File: src/rtl/mem_arb_pkg.sv
// Shared encodings for the unified-memory port arbiter: FSM states,
// requester identifiers and the word-access func3 used for fetches.
package mem_arb_pkg;

    typedef enum logic [1:0] {
        IDLE    = 2'd0,
        BUSY_IF = 2'd1,
        BUSY_DM = 2'd2
    } state_t;

    localparam logic REQ_IF = 1'b0;
    localparam logic REQ_DM = 1'b1;

    localparam logic [2:0] FUNC3_WORD = 3'b010;

endpackage

File: src/rtl/mem_port_arbiter.sv
// Arbitrates the single unified memory between instruction fetch and the data
// stage using a registered request/grant/response handshake with timeout.
module mem_port_arbiter
    import mem_arb_pkg::*;
#(
    parameter int MAX_DM_STREAK  = 4,
    parameter int TIMEOUT_CYCLES = 255
) (
    input  logic        clk,
    input  logic        rst,
    input  logic        if_req,
    input  logic [31:0] if_addr,
    output logic        if_gnt,
    output logic        if_rvalid,
    output logic [31:0] if_rdata,
    input  logic        dm_req,
    input  logic        dm_we,
    input  logic [31:0] dm_addr,
    input  logic [31:0] dm_wdata,
    input  logic [2:0]  dm_func3,
    output logic        dm_gnt,
    output logic        dm_rvalid,
    output logic [31:0] dm_rdata,
    output logic        mem_req,
    output logic        mem_we,
    output logic [31:0] mem_addr,
    output logic [31:0] mem_wdata,
    output logic [2:0]  mem_func3,
    input  logic [31:0] mem_rdata,
    input  logic        mem_ready,
    output logic        bus_err,
    output logic        stall_if,
    output logic        stall_dm
);

    localparam int STREAK_W = (MAX_DM_STREAK > 0) ? $clog2(MAX_DM_STREAK + 1) : 1;
    localparam int TIMER_W  = (TIMEOUT_CYCLES > 1) ? $clog2(TIMEOUT_CYCLES + 1) : 1;
    localparam logic [STREAK_W-1:0] STREAK_MAX = STREAK_W'(MAX_DM_STREAK);
    localparam logic [TIMER_W-1:0]  TIMER_LAST = TIMER_W'(TIMEOUT_CYCLES - 1);

    state_t              state_reg, state_next;
    logic [STREAK_W-1:0] streak_reg, streak_next;
    logic [TIMER_W-1:0]  timer_reg, timer_next;

    logic        mem_req_reg, mem_req_next;
    logic        mem_we_reg, mem_we_next;
    logic [31:0] mem_addr_reg, mem_addr_next;
    logic [31:0] mem_wdata_reg, mem_wdata_next;
    logic [2:0]  mem_func3_reg, mem_func3_next;

    logic        if_gnt_reg, if_gnt_next;
    logic        dm_gnt_reg, dm_gnt_next;
    logic        if_rvalid_reg, if_rvalid_next;
    logic        dm_rvalid_reg, dm_rvalid_next;
    logic [31:0] if_rdata_reg, if_rdata_next;
    logic [31:0] dm_rdata_reg, dm_rdata_next;
    logic        bus_err_reg, bus_err_next;

    // A request still high during its own rvalid cycle is the old one, not a new one.
    logic if_elig, dm_elig;
    assign if_elig = if_req & ~if_rvalid_reg;
    assign dm_elig = dm_req & ~dm_rvalid_reg;

    logic        winner;
    logic [31:0] resp_data;

    always_comb begin
        state_next     = state_reg;
        streak_next    = streak_reg;
        timer_next     = timer_reg;
        mem_req_next   = mem_req_reg;
        mem_we_next    = mem_we_reg;
        mem_addr_next  = mem_addr_reg;
        mem_wdata_next = mem_wdata_reg;
        mem_func3_next = mem_func3_reg;
        if_gnt_next    = 1'b0;
        dm_gnt_next    = 1'b0;
        if_rvalid_next = 1'b0;
        dm_rvalid_next = 1'b0;
        bus_err_next   = 1'b0;
        if_rdata_next  = if_rdata_reg;
        dm_rdata_next  = dm_rdata_reg;
        winner         = REQ_IF;
        resp_data      = 32'd0;

        case (state_reg)
            IDLE: begin
                if (dm_elig && !(if_elig && streak_reg == STREAK_MAX)) begin
                    winner         = REQ_DM;
                    state_next     = BUSY_DM;
                    dm_gnt_next    = 1'b1;
                    mem_req_next   = 1'b1;
                    mem_we_next    = dm_we;
                    mem_addr_next  = dm_addr;
                    mem_wdata_next = dm_wdata;
                    mem_func3_next = dm_func3;
                    timer_next     = '0;
                    if (if_elig) begin
                        if (streak_reg != STREAK_MAX) begin
                            streak_next = streak_reg + 1'b1;
                        end
                    end else if (!if_req) begin
                        streak_next = '0;
                    end
                end else if (if_elig) begin
                    winner         = REQ_IF;
                    state_next     = BUSY_IF;
                    if_gnt_next    = 1'b1;
                    mem_req_next   = 1'b1;
                    mem_we_next    = 1'b0;
                    mem_addr_next  = if_addr;
                    mem_wdata_next = 32'd0;
                    mem_func3_next = FUNC3_WORD;
                    timer_next     = '0;
                    streak_next    = '0;
                end
            end
            BUSY_IF, BUSY_DM: begin
                // mem_ready in the last allowed cycle still completes normally.
                if (mem_ready || timer_reg == TIMER_LAST) begin
                    state_next   = IDLE;
                    mem_req_next = 1'b0;
                    bus_err_next = ~mem_ready;
                    if (mem_ready && !mem_we_reg) begin
                        resp_data = mem_rdata;
                    end
                    if (state_reg == BUSY_IF) begin
                        if_rvalid_next = 1'b1;
                        if_rdata_next  = resp_data;
                    end else begin
                        dm_rvalid_next = 1'b1;
                        dm_rdata_next  = resp_data;
                    end
                end else begin
                    timer_next = timer_reg + 1'b1;
                end
            end
            default: begin
                state_next   = IDLE;
                mem_req_next = 1'b0;
            end
        endcase
    end

    always_ff @(posedge clk) begin
        if (!rst) begin
            state_reg     <= IDLE;
            streak_reg    <= '0;
            timer_reg     <= '0;
            mem_req_reg   <= 1'b0;
            mem_we_reg    <= 1'b0;
            mem_addr_reg  <= 32'd0;
            mem_wdata_reg <= 32'd0;
            mem_func3_reg <= 3'd0;
            if_gnt_reg    <= 1'b0;
            dm_gnt_reg    <= 1'b0;
            if_rvalid_reg <= 1'b0;
            dm_rvalid_reg <= 1'b0;
            if_rdata_reg  <= 32'd0;
            dm_rdata_reg  <= 32'd0;
            bus_err_reg   <= 1'b0;
        end else begin
            state_reg     <= state_next;
            streak_reg    <= streak_next;
            timer_reg     <= timer_next;
            mem_req_reg   <= mem_req_next;
            mem_we_reg    <= mem_we_next;
            mem_addr_reg  <= mem_addr_next;
            mem_wdata_reg <= mem_wdata_next;
            mem_func3_reg <= mem_func3_next;
            if_gnt_reg    <= if_gnt_next;
            dm_gnt_reg    <= dm_gnt_next;
            if_rvalid_reg <= if_rvalid_next;
            dm_rvalid_reg <= dm_rvalid_next;
            if_rdata_reg  <= if_rdata_next;
            dm_rdata_reg  <= dm_rdata_next;
            bus_err_reg   <= bus_err_next;
        end
    end

    assign if_gnt    = if_gnt_reg;
    assign dm_gnt    = dm_gnt_reg;
    assign if_rvalid = if_rvalid_reg;
    assign dm_rvalid = dm_rvalid_reg;
    assign if_rdata  = if_rdata_reg;
    assign dm_rdata  = dm_rdata_reg;
    assign mem_req   = mem_req_reg;
    assign mem_we    = mem_we_reg;
    assign mem_addr  = mem_addr_reg;
    assign mem_wdata = mem_wdata_reg;
    assign mem_func3 = mem_func3_reg;
    assign bus_err   = bus_err_reg;
    assign stall_if  = if_req & ~if_rvalid_reg;
    assign stall_dm  = dm_req & ~dm_rvalid_reg;

endmodule

File: config.mk
export PLATFORM = sky130hd
export DESIGN_NAME = mem_port_arbiter
export DESIGN_NICKNAME = d
export VERILOG_FILES = /design/src/rtl/mem_arb_pkg.sv /design/src/rtl/mem_port_arbiter.sv
export SDC_FILE = /design/constraint.sdc
export NUM_CORES = 1
export LEC_CHECK = 0
export ABC_AREA = 1
export CORE_UTILIZATION = 46
export DETAILED_ROUTE_END_ITERATION = 12
export GPL_ROUTABILITY_DRIVEN = 0
export HOLD_SLACK_MARGIN = 0.06
export PLACE_DENSITY = 0.85
export SYNTH_ARGS = -nofsm -noshare
export SYNTH_HDL_FRONTEND = slang
export SYNTH_SLANG_ARGS = --single-unit
File: constraint.sdc
create_clock -name clk -period 3.07 [get_ports clk]
set_clock_uncertainty 0.2 [all_clocks]
set_input_delay 0.4605 -clock clk [delete_from_list [all_inputs] [get_ports clk]]
set_output_delay 0.4605 -clock clk [all_outputs]
set_load 0.02 [all_outputs]
Word-level counts from Yosys, hierarchy flattened
Cells that the tools add are included.
- register bits after elaboration: 151
- input port bits: 137
- output and inout port bits: 140
- word-level logic and storage cells: 84
- $add $sub $neg: 2
- eq/ne operators: 10
- multiplexer cells: 30
- bitwise logic cells: 8
- reduce and logical (&&, ||, !) cells: 19
- operator list (kind ; count):
    $mux 32 ; 5
    $mux 8 ; 3
    $mux 3 ; 7
    $pmux 8 s2 ; 1
    $reduce_and 3->1 ; 4
    $mux 1 ; 9
    $add 8x1->8 const B ; 1
    $eq 8x8->1 const B ; 1
    $mux 2 ; 3
    $ne 3x3->1 const B ; 2
    $not 1->1 ; 6
    $reduce_and 2->1 ; 3
    $ne 2x2->1 const B ; 2
    $pmux 2 s2 ; 1
    $reduce_and 4->1 ; 1
    $reduce_bool 2->1 ; 2
    $add 3x1->3 const B ; 1
    $eq 3x3->1 const B ; 1
    $logic_and 1x1->1 ; 3
    $ne 3x2->1 const B ; 1
    $reduce_or 3->1 ; 1
    $and 1x1->1 ; 2
    $eq 2x1->1 const B ; 1
    $eq 2x2->1 const B ; 1
    other kinds (6) ; 7

Logic depth before layout (Yosys ltp)
Gate-level depths: netlist of run 1.
- word-level depth: 7
- depth in mapped cells: 12
- gate-level depth less buffers: 12

Worst setup path before layout of run 1
OpenSTA, ideal clock, no wires.
- path kind: input port to flip-flop
- from: in if_req
- to: reg mem_addr_reg[12] (netlist: mem_addr[12])
- library setup time: 109 ps
- arrival: 1443 ps
- data required time: 2761 ps
- setup slack: 1318 ps
- cell stages on the path: 10
- path buffers: 1
- cell sequence: inv_1 nor2_2 nand3_2 nand2_4 inv_2 buf_2 nand2_1 nand3_1 nand2_1 inv_1
- longest elaborated chain between the ends: 6
- elaborated cells between the ends (all ways): 7
- classes of those cells: 1 x mux; 1 x bitwise; 5 x reduce/logical
- ends and longest elaborated chain (element ; RTL line ; source):
    from (decl) ; mem_port_arbiter.sv:11 ; input logic if_req,
    $and 1x1->1 * ; -- ;
    via stall_if ; mem_port_arbiter.sv:32 ; output logic stall_if,
    $logic_and 1x1->1 ; mem_port_arbiter.sv:88 ; if (dm_elig && !(if_elig && streak_reg == STREAK_MAX)) begin
    $logic_not 1->1 ; mem_port_arbiter.sv:88 ;
    $logic_and 1x1->1 ; mem_port_arbiter.sv:88 ;
    $reduce_bool 2->1 (no source line) ; -- ;
    $reduce_and 2->1 (no source line) ; -- ;
    to (signal assigned) ; mem_port_arbiter.sv:168 ; mem_addr_reg <= mem_addr_next;
    to (decl) ; mem_port_arbiter.sv:47 ; logic [31:0] mem_addr_reg, mem_addr_next;
The timed path passes the listed nets; every way through them passes the cells marked *.
A chain may end at the register's enable or synchronous reset.

Worst setup path in the final report of run 1
- from: in dm_req
- to: out stall_dm
- longest elaborated chain between the ends: 1
- ends and longest elaborated chain (element ; RTL line ; source):
    from (decl) ; mem_port_arbiter.sv:16 ; input logic dm_req,
    $and 1x1->1 ; mem_port_arbiter.sv:194 ; assign stall_dm = dm_req & ~dm_rvalid_reg;
    to (decl) ; mem_port_arbiter.sv:33 ; output logic stall_dm
Every way passes these cells.

==> results.txt, run 1 <==
outcome = completed
Final min period = 2.55 ns
Net count, final = 1335
total chip power = 5.78 mW
Post-Syn Instances = 947
Initial Util = 0.474
DRT antenna net count = 0
R2R Path End = if_rdata[12]
Hold WS = 0.260 ns
Yosys cell types = 28
Slew HR = 0.601
CTS hold repair buffers = 0
vias in the first global route = 6817
crit path max fanout = 3
Synth Register Bits = 151
via count = 7106
worst-path cell chain = clkdlybuf4s50_1 -> inv_1 -> nor2_2 -> clkdlybuf4s50_1
Residual DRC = 0
Die Ht = 122 um
Worst EP arrival = 1.89 ns
TritonCTS clock tree = built
CTS sink cnt = 151
Syn Area/Cell = 7.00 um2
worst reg2reg setup slack = 0.88 ns
Worst Setup Start Kind = primary input
initial drt markers = 557
final setup margin = 0.516 ns
fin util = 0.719
Boundary Pins = 277
post-DR wirelength/cell = 15.2 um
cell mode on critical path = clkdlybuf4s50_1
Area contributors post-synth = dfxtp_1 (46%), nand2_1 (15%), a21oi_1 (8.5%)
Setup Viol. Count Final = 0
Synth top area share = 0.456
core area = 14000 um2
Post-CTS Resized = 0
H-tree depth = 4
slowest CP cell = clkdlybuf4s50_1
worst skew pair latency = 0.43 ns
slew at the pin with the worst max-slew slack = 0.597 ns
Area growth, synth to finish = 51.7%
Remaining Overflow, GRT = 0
Detailed Place HPWL = 14300 um
Max Cap Violations = 0
layout cell share with drive strength beyond 1 = 0.0573
initial antenna violation count = 0
die width = 122 um
pre-CTS setup slack = 0.543 ns
number of port buffers = 276
largest net degree at the start of global routing = 48
Root Driver = clkbuf_16
GRT Total Usage = 0.283
Pwr per Cell Area = 575 nW/um2
Critical path origin = dm_req
CTS clk-pin slew, worst paths = 0.06 ns
Synthesized Nets = 1090
endpoint class of the critical path = primary output
Fin. Hold Viols = 0
Final Cycle Share = 0.832
RSZ-0062 raised after global routing = no
first-pass GRT wire length = 33000 um
Slew Viols, Final = 0
die area = 14900 um2
CTS buffer count = 17
crit-path max cell delay = 0.67 ns
Crit Reg-Reg Startpoint = timer_reg[1]
drt via density = 5.13
crit path kind = primary input to primary output
Ys Warns = 0
VDD IR-drop max = 0.000412 V
synthesized cell area = 6630 um2
row count = 43
crit path capture = stall_dm
DRT Pass-1 Iters = 5
register area share after synthesis = 0.456
critical path required time = 2.41 ns
worst hold path type = register to register
cell type with the highest aggregate area in the netlist = dfxtp_1
setup_tns = 0 ns
leakage power = 4.14 nW
CTS Buffer Depth = 2
WL final = 21100 um
fmax = 392 MHz
antenna fix cells = 0
reg2reg path depth = 8
post-CTS setup buffers = 0
critical path: cells and delay by family:
kind,cells,cell delay (ns)
AND/OR/NAND/NOR,1,0.22
buffers and inverters,3,1.21
cells by family (layout without fill, tap and decap cells):
group | after synthesis | in the layout | share of synthesized area
flops | 151 | 151 | 0.456
compound gates | 117 | 117 | 0.0889
fa+ha+maj | 6 | 6 | 0.0113
buf+inv | 156 | 414 | 0.105
simple gates | 517 | 517 | 0.338
per-stage QoR:
step           instances  cell area [um2]
5_1_grt             1385            10100
2_1_floorplan        947             6630
4_1_cts             1385            10100
3_5_place_dp        1353             9440
3_3_place_gp        1353             9440
6_report            1385            10100
cell usage after synthesis:
| cell type | n |
|---|---|
| nand2_1 | 271 |
| dfxtp_1 | 151 |
| nor2_1 | 114 |
| a21oi_1 | 113 |
| inv_1 | 84 |
| nand4_1 | 65 |
| nand3_1 | 46 |
| clkbuf_1 | 33 |
| buf_2 | 20 |
| buf_6 | 9 |
| ha_1 | 6 |
| inv_2 | 4 |
| nand2_2 | 4 |
| nor2_2 | 4 |
| nand2_4 | 3 |
| nand3_2 | 3 |
| o21ai_0 | 3 |
| buf_1 | 2 |
| buf_4 | 2 |
| nor3_1 | 2 |
| buf_8 | 1 |
| clkinv_1 | 1 |
| nor2_4 | 1 |
| nor3b_1 | 1 |
| nor4_1 | 1 |
| o21ai_2 | 1 |
| or2_1 | 1 |
| or2_2 | 1 |
final cells by class:
| type | instances | area (um2) |
|---|---|---|
| clock buffers | 23 | 478 |
| well taps | 180 | 225 |
| multi-input cells | 640 | 2910 |
| clock inverters | 9 | 140 |
| flip-flops and latches | 151 | 3020 |
| fillers | 1075 | 3940 |
| repair buffers | 293 | 2940 |
| inverters | 89 | 337 |
worst min path at each step:
stage                             from      endpoint  slack, ns  cells past startpoint
after floorplan           state_reg[1]  state_reg[1]       0.24                      2
after global placement    if_rdata[30]  if_rdata[30]       0.25                      2
after detailed placement  if_rdata[13]  if_rdata[13]       0.25                      2
after CTS                 dm_rdata[31]  dm_rdata[31]       0.26                      2
after global routing       if_rdata[5]   if_rdata[5]       0.28                      2
final                     dm_rdata[31]  dm_rdata[31]       0.26                      2
metal layers:
layer,share of wire,track usage,vias to the layer above
met5,0,0,-
li1,-,-,3510
met3,0.077,0.0819,68
met2,0.50,0.486,303
met1,0.38,0.315,3225
met4,0.042,0.149,0
placed cells by master (no fill, tap or decap), drive strengths merged:
master	Yosys	layout
nand4	65	65
dfxtp	151	151
inv	88	91
or2	2	2
nor3b	1	1
nand3	49	49
clkinvlp	0	2
nor4	1	1
clkbuf	33	23
clkdlybuf4s50	0	276
clkinv	1	2
buf	34	17
nor3	2	2
o21ai	4	4
bufinv	0	3
nor2	119	119
ha	6	6
a21oi	113	113
nand2	278	278
power breakdown:
group,internal (mW),switching (mW)
combinational,0.600,0.816
clock,1.35,0.826
sequential,2.11,0.0808
total,4.06,1.72
Note: power is estimated with default switching activity, not from simulation.
==> run 2, diff against run 1 <==
Settings changed: CORE_UTILIZATION 46 to 39, PLACE_DENSITY 0.85 to 0.77.
Clock period 3.07 ns to 2.1 ns, I/O delays scaled along.
==> results.txt, run 2 (synthesis gave the netlist of run 1 again) <==
outcome = completed (unchanged)
slew at the pin with the worst max-slew slack = 0.602 ns (was 0.597 ns)
Pwr per Cell Area = 827 nW/um2 (was 575 nW/um2)
DRT antenna net count = 0 (unchanged)
Worst EP arrival = 1.49 ns (was 1.89 ns)
worst skew pair latency = 0.43 ns (about the same)
CTS Buffer Depth = 2 (unchanged)
crit-path max cell delay = 0.64 ns (was 0.67 ns)
number of port buffers = 276 (unchanged)
Critical path origin = mem_we (was dm_req)
TritonCTS clock tree = built (unchanged)
row count = 47 (was 43)
final setup margin = 0.0984 ns (was 0.516 ns)
total chip power = 8.54 mW (was 5.78 mW)
Initial Util = 0.400 (was 0.474)
initial drt markers = 347 (was 557)
Cells on Worst Hold Path = 3 (was 2)
WL final = 20800 um (was 21100 um)
Area growth, synth to finish = 55.7% (was 51.7%)
Boundary Pins = 277 (unchanged)
Setup Viol. Count Final = 0 (unchanged)
worst hold path type = primary input to register (was register to register)
Worst Setup Start Kind = register (was primary input)
crit path capture = mem_we (was stall_dm)
Crit Reg-Reg Startpoint = timer_reg[0] (was timer_reg[1])
Final Cell Area = 10300 um2 (was 10100 um2)
most frequent cells in the layout = clkdlybuf4s50_1 (274), nand2_1 (271), dfxtp_1 (151), nor2_1 (114), a21oi_1 (113) (was clkdlybuf4s50_1 (276), nand2_1 (271), dfxtp_1 (151), nor2_1 (114), a21oi_1 (113))
Slew Viols, Final = 0 (unchanged)
CTS sink cnt = 151 (unchanged)
Slew HR = 0.598 (was 0.601)
endpoint class of the critical path = primary output (unchanged)
Detailed Place HPWL = 14400 um (was 14300 um)
RSZ-0062 raised after global routing = no (unchanged)
worst reg2reg setup slack = 0.22 ns (was 0.88 ns)
critical path required time = 1.58 ns (was 2.41 ns)
post-DR wirelength/cell = 14.4 um (was 15.2 um)
GRT Total Usage = 0.237 (was 0.283)
WP buf/inv = 1 (was 3)
pre-CTS setup slack = -0.0875 ns (was 0.543 ns)
crit path max fanout = 3 (unchanged)
post-CTS setup buffers = 0 (unchanged)
Root Driver = clkbuf_16 (unchanged)
H-tree depth = 4 (unchanged)
CTS buffer count = 17 (unchanged)
Placement Cell Area = 9700 um2 (was 9440 um2)
Residual DRC = 0 (unchanged)
core area = 16600 um2 (was 14000 um2)
die area = 17500 um2 (was 14900 um2)
crit path kind = register to primary output (was primary input to primary output)
Final Cycle Share = 0.953
CTS hold repair buffers = 0 (unchanged)
Fin. Hold Viols = 0 (unchanged)
via count = 7034 (was 7106)
CTS clk-pin slew, worst paths = 0.07 ns (was 0.06 ns)
Die Ht = 132 um (was 122 um)
antenna fix cells = 0 (unchanged)
initial antenna violation count = 0 (unchanged)
slowest CP cell = clkdlybuf4s50_1 (unchanged)
Remaining Overflow, GRT = 0 (unchanged)
Net count, final = 1354 (was 1335)
commonest non-fill, non-tap cell in the layout = clkdlybuf4s50_1 (unchanged)
drt via density = 4.87 (was 5.13)
vias in the first global route = 6610 (was 6817)
Final min period = 2.00 ns
R2R Path End = timer_reg[5] (was if_rdata[12])
critical path depth in cells = 1 (was 4)
reg2reg path depth = 12 (was 8)
fmax = 500 MHz
first-pass GRT wire length = 33300 um (was 33000 um)
largest net degree at the start of global routing = 47 (was 48)
DRT Pass-1 Iters = 5 (unchanged)
kind of cell adding the most delay to the critical path = buffers and inverters (unchanged)
layout cell share with drive strength beyond 1 = 0.0743 (was 0.0573)
die width = 132 um (was 122 um)
Max Cap Violations = 0 (unchanged)
leakage power = 4.28 nW (was 4.14 nW)
worst-path cell chain = clkdlybuf4s50_1 (was clkdlybuf4s50_1 -> inv_1 -> nor2_2 -> clkdlybuf4s50_1)
VDD IR-drop max = 0.000548 V (was 0.000412 V)
==> run 2: cell count changes in the layout (fill, tap and decap cells not counted), moves of 2 or more <==
cell / change
buf_12: +6
buf_4: +13
clkbuf_1: -3
clkbuf_8: -3
clkdlybuf4s50_1: -2
inv_6: +3
==> run 2: how the worst min path moves through the flow <==
stage | startpoint | endpoint
detailed placement | if_rdata[7] | if_rdata[7]
floorplan | mem_ready | bus_err
global route | dm_wdata[3] | mem_wdata[3]
CTS | dm_wdata[3] | mem_wdata[3]
global placement | if_rdata[21] | if_rdata[21]
finish | dm_wdata[4] | mem_wdata[4]
==> run 2: per-stage QoR <==
step	utilization	setup TNS (ns)	hold WS, ns	std cells
final	0.622	0	0.235	1444
after global routing	0.622	0	0.247	1444
after CTS	0.622	0	0.226	1444
after detailed placement	0.585	-1.63	0.251	1412
after global placement	0.585	-0.406	0.246	1412
after floorplan	-	0	0.194	947
==> run 2: area by class of cell <==
cell class                 count  area (um2)
multi-input combinational    640        2910
timing repair buffer         312        3160
clock buffer                  17         425
inverter                      89         337
sequential                   151        3020
tap                          220         275
fill                        1469        6260
clock inverter                15         190
==> run 2: routing by layer <==
metal | part of all wire | up-vias | GRT usage
met5 | 0 | - | 0
met3 | 0.063 | 48 | 0.0619
met1 | 0.42 | 3210 | 0.284
li1 | - | 3546 | -
met4 | 0.032 | 0 | 0.105
met2 | 0.48 | 230 | 0.398
==> run 2: where the power goes <==
| group | switching, mW | internal [mW] | total (mW) |
|---|---|---|---|
| Combinational | 1.20 | 0.935 | 2.13 |
| Sequential | 0.122 | 3.08 | 3.20 |
| Clock | 1.31 | 1.90 | 3.21 |
| Total | 2.63 | 5.91 | 8.54 |
==> run 2: repair_timing <==
| item | in CTS | in global routing |
|---|---|---|
| gates resized for setup | 1 | 1 |
| pin swaps | 0 | 0 |
| setup endpoints to repair | 1 | 1 |
